`config.mk`:
```
export PLATFORM = sky130hd
export DESIGN_NAME = sha256_msg_padder
export DESIGN_NICKNAME = d
export VERILOG_FILES = /design/src/rtl/sha256_msg_padder.sv
export SDC_FILE = /design/constraint.sdc
export NUM_CORES = 1
export LEC_CHECK = 0
export CAP_MARGIN = 20
export CORE_MARGIN = 5
export CORE_UTILIZATION = 30
export DETAILED_ROUTE_END_ITERATION = 6
export HOLD_SLACK_MARGIN = 0.12
export SYNTH_ARGS = -nofsm -noshare
export SYNTH_HDL_FRONTEND = slang
export SYNTH_SLANG_ARGS = --single-unit
```
`constraint.sdc`:
```
create_clock -name clk -period 2.9 [get_ports clk]
set_clock_uncertainty 0.2 [all_clocks]
set_input_delay 0.58 -clock clk [delete_from_list [all_inputs] [get_ports clk]]
set_output_delay 0.58 -clock clk [all_outputs]
set_load 0.05 [all_outputs]
```
`src/rtl/sha256_msg_padder.sv`:
```
// SHA-256 front end: streams message bytes into the 1024-byte message RAM and appends 0x80, zero fill and the 64-bit bit length.
// Writes are registered, one byte per cycle; in_ready is high only while loading message bytes.
module sha256_msg_padder #(
    parameter int ADDR_W  = 10,
    parameter int MAX_MSG = 1015
) (
    input  logic              clk,
    input  logic              rst,
    input  logic              start,
    input  logic              empty_msg,
    input  logic              in_valid,
    input  logic [7:0]        in_data,
    input  logic              in_last,
    output logic              in_ready,
    output logic              we,
    output logic [ADDR_W-1:0] waddr,
    output logic [7:0]        wdata,
    output logic              busy,
    output logic              done,
    output logic [4:0]        n_blocks,
    output logic              err_len
);

    typedef enum logic [2:0] {
        IDLE  = 3'd0,
        LOAD  = 3'd1,
        PAD80 = 3'd2,
        ZERO  = 3'd3,
        LEN   = 3'd4,
        FIN   = 3'd5
    } state_t;

    state_t            state;
    logic [ADDR_W-1:0] cnt;
    logic [ADDR_W-1:0] msg_len;
    logic [ADDR_W-1:0] cnt_inc;
    logic [63:0]       bit_len;
    logic [7:0]        len_byte;
    logic              at_len_slot;
    logic              accept;

    assign in_ready    = (state == LOAD);
    assign accept      = in_valid && in_ready;
    assign cnt_inc     = cnt + 1'b1;
    assign at_len_slot = (cnt_inc[5:0] == 6'd56);
    assign bit_len     = 64'(msg_len) << 3;
    // Length slots start at offset 56, so cnt[2:0] is the byte index, MSB first.
    assign len_byte    = 8'(bit_len >> {~cnt[2:0], 3'b000});

    always_ff @(posedge clk or posedge rst) begin
        if (rst) begin
            state    <= IDLE;
            cnt      <= '0;
            msg_len  <= '0;
            we       <= 1'b0;
            waddr    <= '0;
            wdata    <= 8'h00;
            busy     <= 1'b0;
            done     <= 1'b0;
            n_blocks <= 5'd0;
            err_len  <= 1'b0;
        end else begin
            we   <= 1'b0;
            done <= 1'b0;
            case (state)
                IDLE: begin
                    if (start) begin
                        cnt      <= '0;
                        msg_len  <= '0;
                        err_len  <= 1'b0;
                        n_blocks <= 5'd0;
                        busy     <= 1'b1;
                        state    <= empty_msg ? PAD80 : LOAD;
                    end
                end
                LOAD: begin
                    if (accept) begin
                        if (cnt == ADDR_W'(MAX_MSG)) begin
                            // Padded message would not fit: drop the byte and abort.
                            err_len <= 1'b1;
                            busy    <= 1'b0;
                            state   <= IDLE;
                        end else begin
                            we    <= 1'b1;
                            waddr <= cnt;
                            wdata <= in_data;
                            cnt   <= cnt_inc;
                            if (in_last) begin
                                msg_len <= cnt_inc;
                                state   <= PAD80;
                            end
                        end
                    end
                end
                PAD80: begin
                    we    <= 1'b1;
                    waddr <= cnt;
                    wdata <= 8'h80;
                    cnt   <= cnt_inc;
                    state <= at_len_slot ? LEN : ZERO;
                end
                ZERO: begin
                    we    <= 1'b1;
                    waddr <= cnt;
                    wdata <= 8'h00;
                    cnt   <= cnt_inc;
                    if (at_len_slot) begin
                        state <= LEN;
                    end
                end
                LEN: begin
                    we    <= 1'b1;
                    waddr <= cnt;
                    wdata <= len_byte;
                    cnt   <= cnt_inc;
                    if (cnt[2:0] == 3'd7) begin
                        state <= FIN;
                    end
                end
                FIN: begin
                    // A full RAM wraps cnt to zero, which stands for the maximum block count.
                    if (cnt[ADDR_W-1:6] == '0) begin
                        n_blocks <= 5'(2 ** (ADDR_W - 6));
                    end else begin
                        n_blocks <= 5'(cnt[ADDR_W-1:6]);
                    end
                    done  <= 1'b1;
                    busy  <= 1'b0;
                    state <= IDLE;
                end
                default: begin
                    busy  <= 1'b0;
                    state <= IDLE;
                end
            endcase
        end
    end

endmodule

```
==> flow_summary.ini <==
[critical_path]
crit_required_ns = 2.12
reg2reg_from = state[1]$_DFFE_PP0P_
crit_path_end_kind = output pin
arrival_ns = 1.64
worst-r2r-cell-count = 4
worstSetupStartpointType = flop
crit_path_max_fo = 9
crit_type = reg -> out
worst_setup_path_startpoint = state[1]$_DFFE_PP0P_

[hold_path]
origin_of_the_worst_min_delay_path = wdata[6]$_DFFE_PP0P_
depth_of_the_worst_hold_timing_path = 1
min_path_type = reg -> reg

[layout]
antenna_cells_inserted = 0
layout-area-overhead-vs-synth_pct = 23.1
layout_cell_share_with_drive_strength_beyond_1 = 0.167
fin_nets = 288
layout.filler_cells = 831
utilization_of_the_core_after_routing = 0.383
instances_no_fill = 375

[synthesis]
combinational_family_with_the_most_area_after_synthesis = compound AO/OA/AOI/OAI gates
yosysTopAreaCell = sky130_fd_sc_hd__dfrtp_1
synth-adder-area-share = 0.0146
ys_types = 53
number_of_storage_elements_in_the_synthesis_netlist = 50
post_synth_xor_area_fraction = 0.0171
synth_top_cells_by_count = sky130_fd_sc_hd__dfrtp_1, sky130_fd_sc_hd__mux2_2, sky130_fd_sc_hd__nor2_1, sky130_fd_sc_hd__a21oi_1
synth.most_common_cell = sky130_fd_sc_hd__dfrtp_1
post_synth_and_or_nand_nor_area_fraction = 0.142
mappedNetlistNets = 246
most_area_consuming_cells_after_synthesis = sky130_fd_sc_hd__dfrtp_1, sky130_fd_sc_hd__mux2_2, sky130_fd_sc_hd__a21oi_1
synth_flop_cell = sky130_fd_sc_hd__dfrtp_1
synthArstFlopShare = 1.00
ys_seq_area_frac = 0.487
synth_compound_gate_area_share = 0.178
netlist_instances = 229
yosys-mux-area-fraction = 0.107
synth-warning-count = 0
post-synth-top-area-fraction = 0.487
postSynthAreaPerCell_um2 = 11.2
syn_area_um2 = 2570
edff_count_synth = 0

[detailed_routing]
drt_pass1_iterations = 4
totalWireLength_um = 5990
vias = 1926
drc_errors = 0
detail_route.vias_per_cell = 5.14
routed_length_per_placed_instance_um = 16.0
final_antenna_net_count = 0
detailedRoute.firstIterationViolations = 103

[power]
p_int_uw = 904
totalPowerFinal_uw = 1150
switch_pwr_uw = 241
p_leak_uw = 0.00133
power_switching_share = 0.211
share_clk_of_total_power = 0.350
power_frac_comb = 0.042
p_per_area_nw_per_um2 = 362
share_seq_of_total_power = 0.608
irDropWorstVdd_mv = 0.161

[sta]
worst_slew_pin_tran_ns = 0.666
setup_viol = 0
post-route-min-period_ns = 2.42
setup_tns_ns = 0
clock.fmax_ghz = 0.413
post-route-worst-setup-slack_ns = 0.477
unrepaired_setup_endpoints_after_global_routing = false
fin_crit_sh = 0.836
final-hold-violation-count = 0
slew_headroom = 0.556
report.final.slew_viol_count = 0

[floorplan]
die_h_um = 103
initial_core_util = 0.311
floorplan.rows = 33
horizontal_die_dimension_um = 103
die_area_um2 = 10500
design.portCount = 42
total_core_area_um2 = 8260

[place]
total_placed_cells_including_tap_cells = 369
dp_worst_setup_slack_ns = 0.283
routabilityCongestion = 0.793
dp.final_hpwl_um = 4320
place.port_buffers = 41

[clocking]
cts_inserted_buffers = 5
post_cts.repair.setup_buffers = 0
cts-root-to-sink-buffers = 2
clk_latency_ns = 0.30
tritoncts = yes
tritoncts_num_sinks = 50
clk_pin_slew_worst_paths_ns = 0.09
h_tree_depth = 2
post_cts_resize_count = 0
clk_root_buffer_cell = sky130_fd_sc_hd__clkbuf_8
ctsHoldBuffers = 0

[global_routing]
vias_in_the_first_global_route = 1950
number_of_antenna_violations_at_the_first_check_in_global_routing = 0
grt_pass1_wl_um = 9850
grt_max_degree = 51
remaining_global_route_overflow = 0
global_route.usage.total = 0.120

[flow_run]
drv_cap = 0

[outcome]
status = complete, no violations
## stage by stage
step                      hold slack (ns)  area [um^2]
after floorplan                     0.281         2570
final                               0.313         3160
after global routing                0.334         3160
after global placement              0.294         3080
after detailed placement            0.297         3080
after CTS                           0.316         3160
## cell type report
class                   count  area (um^2)  share of cell area
clock buffers               6         82.6              0.0261
flip-flops and latches     50         1250               0.396
well taps                 105          131              0.0416
inverters                   9         38.8              0.0123
multi-input cells         158         1180               0.373
repair buffers             47          478               0.151
## flip-flops by register name (all words and copies together), names as in the netlist
name / cells
err_len: 1
state: 3
done: 1
waddr: 10
wdata: 8
cnt: 10
we: 1
msg_len: 10
n_blocks: 5
busy: 1
## cell families after synthesis
| kind of cell | Yosys count |
|---|---|
| xor+xnor | 5 |
| fa+ha+maj | 3 |
| compound gates | 61 |
| mux | 24 |
| flops | 50 |
| simple gates | 65 |
| buf+inv | 21 |
## critical path, cell delays in order, from the launching register on
cell and delay [ns]:
sky130_fd_sc_hd__dfrtp_1 0.49, sky130_fd_sc_hd__nor2_1 0.46, sky130_fd_sc_hd__nand2_1 0.14, sky130_fd_sc_hd__inv_1 0.12, sky130_fd_sc_hd__buf_12 0.14
## layer usage
metal / track usage / routed length (um)
met4: 0.0272 / 48
met5: 0 / 0
met2: 0.192 / 2830
met1: 0.163 / 2840
met3: 0.0338 / 265
## placed cells by master (no fill, tap or decap), drive strengths merged, types with 2 or more instances in the layout
| cell type | Yosys | final |
|---|---|---|
| dfrtp | 50 | 50 |
| clkdlybuf4s50 | 0 | 40 |
| mux2 | 22 | 22 |
| nor2 | 17 | 17 |
| a21oi | 13 | 13 |
| nand2 | 10 | 10 |
| o21ai | 9 | 9 |
| inv | 9 | 9 |
| nor3 | 7 | 7 |
| buf | 9 | 7 |
| nand3 | 6 | 6 |
| clkbuf | 3 | 6 |
| and3 | 5 | 5 |
| o22ai | 5 | 5 |
| a22oi | 5 | 5 |
| nor2b | 4 | 4 |
| xor2 | 4 | 4 |
| o2bb2ai | 4 | 4 |
| nand2b | 3 | 3 |
| a21o | 3 | 3 |
| a32o | 3 | 3 |
| a22o | 3 | 3 |
| ha | 3 | 3 |
| a31oi | 3 | 3 |
| nor4 | 2 | 2 |
| or3b | 2 | 2 |
| a311o | 2 | 2 |
| mux2i | 2 | 2 |
| nand3b | 2 | 2 |
| o31ai | 2 | 2 |
| and2 | 2 | 2 |
| o22a | 2 | 2 |
| and4 | 2 | 2 |
## worst paths after layout
kind,to,slack (ns)
worst min-delay path,wdata[6]$_DFFE_PP0P_,0.31
min in group asynchronous,cnt[9]$_DFFE_PP0P_,0.44
max in group asynchronous,cnt[1]$_DFFE_PP0P_,1.84
worst max register to register,msg_len[3]$_DFFE_PP0P_,0.62
worst min register to register,wdata[6]$_DFFE_PP0P_,0.31
worst max-delay path,in_ready,0.48
## power by group through the flow
| stage | logic [uW] | clock network, uW | registers (uW) |
|---|---|---|---|
| after floorplan | 18.5 | 0 | 710 |
| after global placement | 49.3 | 0 | 710 |
| after detailed placement | 49.1 | 0 | 710 |
| after CTS | 49.3 | 413 | 696 |
| after global routing | 53.9 | 439 | 697 |
| final | 47.9 | 401 | 696 |
Power figures use the tool's default switching activity.
